[src/rtl/ct_spsram_512x144_ctrl.sv]
`default_nettype none
// ============================================================================
// ct_spsram_512x144_ctrl
//   Access controller for the 512x144 single-port SRAM macro: array zero-fill,
//   masked writes, in-order reads through a 2-entry credited response buffer.
//   Revision: 1.0
// ============================================================================
module ct_spsram_512x144_ctrl #(
   parameter int unsigned ADDR_WIDTH = 9,
   parameter int unsigned DATA_WIDTH = 144,
   parameter int unsigned INIT_EN    = 1
) (
   input  logic                  forever_cpuclk,
   input  logic                  cpurst_b,
   input  logic                  req_vld,
   output logic                  req_rdy,
   input  logic                  req_wr,
   input  logic [ADDR_WIDTH-1:0] req_addr,
   input  logic [DATA_WIDTH-1:0] req_wdata,
   input  logic [DATA_WIDTH-1:0] req_wmask,
   output logic                  rsp_vld,
   input  logic                  rsp_rdy,
   output logic [DATA_WIDTH-1:0] rsp_rdata,
   output logic                  init_done,
   output logic [ADDR_WIDTH-1:0] sram_a,
   output logic                  sram_cen,
   output logic                  sram_gwen,
   output logic [DATA_WIDTH-1:0] sram_wen,
   output logic [DATA_WIDTH-1:0] sram_d,
   input  logic [DATA_WIDTH-1:0] sram_q
);

   typedef enum logic [1:0] {
      RST_WAIT = 2'd0,
      INIT     = 2'd1,
      RUN      = 2'd2
   } state_e;

   state_e                  state_q, state_d;
   logic [ADDR_WIDTH-1:0]   init_cnt_q, init_cnt_d;
   logic                    rd_inflight_q, rd_inflight_d;
   logic [1:0]              buf_cnt_q, buf_cnt_d;
   logic                    wr_ptr_q, wr_ptr_d;
   logic                    rd_ptr_q, rd_ptr_d;
   logic [DATA_WIDTH-1:0]   buf_q [2];
   logic [DATA_WIDTH-1:0]   buf_d [2];

   logic                    pop;
   logic                    push;
   logic [1:0]              credits;
   logic [1:0]              credits_after_pop;
   logic                    accept;
   logic                    wr_acc;
   logic                    rd_acc;

   // ------------------------------------------------------------------------
   // Sequencing FSM: one idle cycle after reset, optional zero sweep, then run
   // ------------------------------------------------------------------------
   always_ff @(posedge forever_cpuclk or negedge cpurst_b) begin
      if (!cpurst_b) begin
         state_q    <= RST_WAIT;
         init_cnt_q <= '0;
      end else begin
         state_q    <= state_d;
         init_cnt_q <= init_cnt_d;
      end
   end

   always_comb begin
      state_d    = state_q;
      init_cnt_d = init_cnt_q;
      case (state_q)
         RST_WAIT: begin
            init_cnt_d = '0;
            state_d    = (INIT_EN != 0) ? INIT : RUN;
         end
         INIT: begin
            init_cnt_d = init_cnt_q + 1'b1;
            if (init_cnt_q == {ADDR_WIDTH{1'b1}}) begin
               state_d = RUN;
            end
         end
         RUN: begin
            state_d = RUN;
         end
         default: begin
            state_d = RST_WAIT;
         end
      endcase
   end

   assign init_done = (state_q == RUN);

   // ------------------------------------------------------------------------
   // Credit check: a read may only go out if, after this cycle's pop, fewer
   // than two reads are outstanding, so the buffer can never overflow.
   // ------------------------------------------------------------------------
   assign pop               = rsp_vld & rsp_rdy;
   assign credits           = buf_cnt_q + {1'b0, rd_inflight_q};
   assign credits_after_pop = credits - {1'b0, pop};
   assign req_rdy           = init_done & ((req_vld & req_wr) | (credits_after_pop < 2'd2));
   assign accept            = req_vld & req_rdy;
   assign wr_acc            = accept & req_wr;
   assign rd_acc            = accept & ~req_wr;

   // Macro pins are combinational from the request so access issues same-cycle
   always_comb begin
      sram_cen  = 1'b1;
      sram_gwen = 1'b1;
      sram_wen  = {DATA_WIDTH{1'b1}};
      sram_a    = '0;
      sram_d    = '0;
      if (state_q == INIT) begin
         sram_cen  = 1'b0;
         sram_gwen = 1'b0;
         sram_wen  = '0;
         sram_a    = init_cnt_q;
      end else if (wr_acc) begin
         sram_cen  = 1'b0;
         sram_gwen = 1'b0;
         sram_wen  = ~req_wmask;
         sram_a    = req_addr;
         sram_d    = req_wdata;
      end else if (rd_acc) begin
         sram_cen  = 1'b0;
         sram_a    = req_addr;
      end
   end

   // ------------------------------------------------------------------------
   // Read return path: Q is captured only in the cycle after a read issue
   // ------------------------------------------------------------------------
   assign push = rd_inflight_q;

   always_comb begin
      rd_inflight_d = rd_acc;
      buf_d[0]      = buf_q[0];
      buf_d[1]      = buf_q[1];
      wr_ptr_d      = wr_ptr_q ^ push;
      rd_ptr_d      = rd_ptr_q ^ pop;
      buf_cnt_d     = buf_cnt_q + {1'b0, push} - {1'b0, pop};
      if (push) begin
         buf_d[wr_ptr_q] = sram_q;
      end
   end

   always_ff @(posedge forever_cpuclk or negedge cpurst_b) begin
      if (!cpurst_b) begin
         rd_inflight_q <= 1'b0;
         buf_cnt_q     <= '0;
         wr_ptr_q      <= 1'b0;
         rd_ptr_q      <= 1'b0;
         buf_q[0]      <= '0;
         buf_q[1]      <= '0;
      end else begin
         rd_inflight_q <= rd_inflight_d;
         buf_cnt_q     <= buf_cnt_d;
         wr_ptr_q      <= wr_ptr_d;
         rd_ptr_q      <= rd_ptr_d;
         buf_q[0]      <= buf_d[0];
         buf_q[1]      <= buf_d[1];
      end
   end

   assign rsp_vld   = (buf_cnt_q != 2'd0);
   assign rsp_rdata = rsp_vld ? buf_q[rd_ptr_q] : '0;

endmodule
`default_nettype wire

[config.mk]
export PLATFORM = sky130hd
export DESIGN_NAME = ct_spsram_512x144_ctrl
export DESIGN_NICKNAME = d
export VERILOG_FILES = /design/src/rtl/ct_spsram_512x144_ctrl.sv
export SDC_FILE = /design/constraint.sdc
export NUM_CORES = 1
export LEC_CHECK = 0
export BUFFER_PORTS_ARGS = -buffer_cell sky130_fd_sc_hd__buf_2
export CELL_PAD_IN_SITES_DETAIL_PLACEMENT = 0
export CELL_PAD_IN_SITES_GLOBAL_PLACEMENT = 1
export CORE_AREA = 2 2 352 354
export DETAILED_ROUTE_END_ITERATION = 10
export DIE_AREA = 0 0 354 356
export GPL_TIMING_DRIVEN = 0
export HOLD_SLACK_MARGIN = 0.08
export PLACE_DENSITY_LB_ADDON = 0.1
export SLEW_MARGIN = 10
export SYNTH_ARGS = -nofsm -noshare
export SYNTH_HDL_FRONTEND = slang
export SYNTH_SLANG_ARGS = --single-unit
[constraint.sdc]
create_clock -name forever_cpuclk -period 3 [get_ports forever_cpuclk]
set_input_delay 0.6 -clock forever_cpuclk [delete_from_list [all_inputs] [get_ports forever_cpuclk]]
set_output_delay 0.6 -clock forever_cpuclk [all_outputs]
set_load 0.05 [all_outputs]
==> summary.txt <==
Run status
  • Status: complete, but fails checks
  • Failing checks: setup timing

Yosys
  • Flip-flop and latch count after synthesis: about 300
  • Post-synth cell types: 37
  • Average instance area after synthesis: approximately 11 sq um
  • Ys Warns: 0
  • Seq/Total Area, Yosys: between 40% and 50%
  • Post-Syn Instances: between 1000 and 1500
  • Post-synth EDFFs: 0
  • Synth Cell Area: around 16000 sq um
  • Async SR Flop Fraction: between 90% and 100%
  • Syn Nets: between 1500 and 2000
  • Synth Flop Type: dfrtp_1

Drt
  • Vias/cell: ~3.7
  • DR pass1 iterations: 6
  • Remaining antenna violation count: 0
  • Drt total wl: between 90 and 100 mm
  • DR WL/cell: between 20 and 25 microns
  • Post-route DRC: 0
  • DR vias: around 15000
  • Initial DRC Count: about 450

GRT
  • Vias in the first global route: 16400
  • Overflow after GRT: 0
  • Initial antenna violation count: 53
  • Tot GR Track Use: between 10% and 20%
  • First-pass GRT wire length: ~130 mm
  • Pin count of the biggest net entering global routing: 93

Clocking
  • Maximum buffer depth of the clock tree: 3
  • Clock Sinks: slightly above 300
  • Worst-path clk slew: roughly 60 ps
  • CTS HTree Levels: 2
  • Clock Latency Late Sink: roughly 560 ps
  • Clock Root Buffer: clkbuf_16
  • CTS tree: done
  • Num CTS Buffers: between 40 and 50

Floorplan
  • Die H: around 360 microns
  • Die area: 126000 sq um
  • Initial core utilization: roughly an eighth
  • I/O pin total: roughly 890
  • Cell row count: 129
  • Core area: around 120000 sq um
  • Die width: ~350 microns

Critical path
  • Crit path max fanout: 8
  • Crit end category: output port
  • CP arrival: 2980 ps
  • Worst setup SP type: flip-flop
  • CP Class: reg2out
  • CP required: between 2000 and 2500 ps

Cells and area
  • Design Area, Final: about 30000 sq um
  • Final layout net count: between 2000 and 3000
  • Most frequent cells in the layout: 626 x buf_2, 304 x dfrtp_1, 288 x mux2_2
  • Post-Route Utilization: 24.5%
  • Fill count: ~13000
  • Syn-to-layout area delta: 92.7%
  • Most common cell after layout, fill and taps aside: buf_2
  • Layout cells sized above 1: 71.7%

Timing
  • Final setup fails: slightly above 100
  • Final hold violation count: 0
  • Highest clock rate: 280 MHz
  • RSZ-0062 raised after global routing: yes
  • Max-slew headroom: between 30% and 40%
  • Layout Skew: roughly 8.2 ps
  • Setup ws final: -577 ps
  • Final slew viol count: 0
  • Worst-Margin Slew: ~960 ps
  • Final period utilization: 119%
  • Final min period: between 3000 and 4000 ps

Flow run
  • MaxCap Viol Count: 0

Placed design
  • Gpl congestion: a little under 0.9
  • Setup WS pre-CTS: -968 ps
  • DP Area: approximately 22000 sq um
  • DP HPWL: slightly above 80 mm
  • Port bufs: about 890

Pwr
  • PwrDens: just under 400 nW/um^2
  • LEAKAGE: 15.3 nW
  • Max IR drop VDD: around 0.00033 V

Hold path
  • Hold crit path type: in2reg
critical path, cell delays in order (launching register included):
cell,delay [ps]
dfrtp_1,410
nor2_4,130
buf_12,120
inv_4,30
and2_4,160
ha_4,260
inv_2,40
ha_4,140
xor3_4,390
a211oi_4,280
buf_12,170
a22o_4,120
buf_8,140
registers in the layout (all words and copies together), names as in the netlist:
| name | cells |
|---|---|
| init_cnt_q | 9 |
| wr_ptr_q | 1 |
| rd_ptr_q | 1 |
| push | 1 |
| buf_q | 288 |
| state_q | 2 |
| buf_cnt_q | 2 |
area by class of cell:
class                           instances  area [sq um]  share of cell area [%]
Timing Repair Buffer                  992          8950                    29.8
Antenna cell                           17          42.5                   0.142
Clock inverter                          9           103                   0.342
Multi-Input combinational cell        938          9110                    30.4
Clock buffer                           64          1210                    4.05
Sequential cell                       304          7610                    25.3
Tap cell                             1637          2050                    6.82
Inverter                                9          36.3                   0.121
Buffer                                106           900                    3.00
per-layer routing:
metal	vias up	part of all wire [%]	GRT usage [%]	wire length (microns)
li1	6817	-	-	-
met1	7468	36	16.1	36300
met2	573	49	25.7	48500
met3	191	9.8	6.72	9740
met4	48	4.9	6.36	4880
met5	-	0.30	0	299
report_power, final:
part	switching [mW]	internal, mW
Combinational	1.62	1.13
Clock	1.95	2.95
Sequential	0.0163	4.13
what timing repair did:
item	4_1_cts	5_1_grt
resized for setup	1080	619
hold endpoints to repair	65	0
pin swaps	77	51
hold buffers	1	0
endpoints found under the setup margin	435	311
setup buffers	60	18
cloned	18	11
cell usage after synthesis, types with 6 or more instances:
master,number,share of area [%]
dfrtp_1,304,49
mux2_2,288,21
nor2_1,148,3.6
mux2i_1,146,9.4
and2_1,145,5.8
o21ai_0,145,4.7
buf_2,57,1.8
clkbuf_1,47,1.1
nand2_1,13,0.31
a22o_1,9,0.51
ha_1,9,0.72
inv_1,9,0.22
clkbuf_2,6,0.19
worst paths after layout:
kind / from / endpoint / slack [ps] / cells after the start
max: buf_cnt_q[1] / sram_a[2] / -580 / 12
min: sram_q[57] / buf_q[201] / 280 / 2
max reg2reg: push / buf_q[141] / 380 / 5
min reg2reg: buf_q[52] / buf_q[52] / 500 / 1
max in group asynchronous: cpurst_b / buf_q[276] / 1420 / 3
min in group asynchronous: cpurst_b / buf_q[47] / 600 / 2
through the flow:
step | total power, mW | instances | setup TNS [ps] | hold slack (ps)
finish | 11.8 | 4076 | -9460 | 279
global route | 12.5 | 4069 | -29810 | 240
CTS | 12.1 | 4046 | -40000 | 213
detailed placement | 6.56 | 3895 | -67180 | 494
global placement | 6.55 | 3892 | -1632920 | 488
floorplan | 5.42 | 1364 | -598 | 304
kinds of logic after synthesis:
logic type / count (synthesis) / share of synthesized area (%)
AO/OA/AOI/OAI: 167 / 5.88
XOR/XNOR: 5 / 0.386
adder cells (fa/ha/maj): 9 / 0.723
buffers and inverters: 122 / 3.49
flip-flops: 304 / 48.8
multiplexers: 434 / 30.2
AND/OR/NAND/NOR: 323 / 10.5
Power figures use the tool's default switching activity.
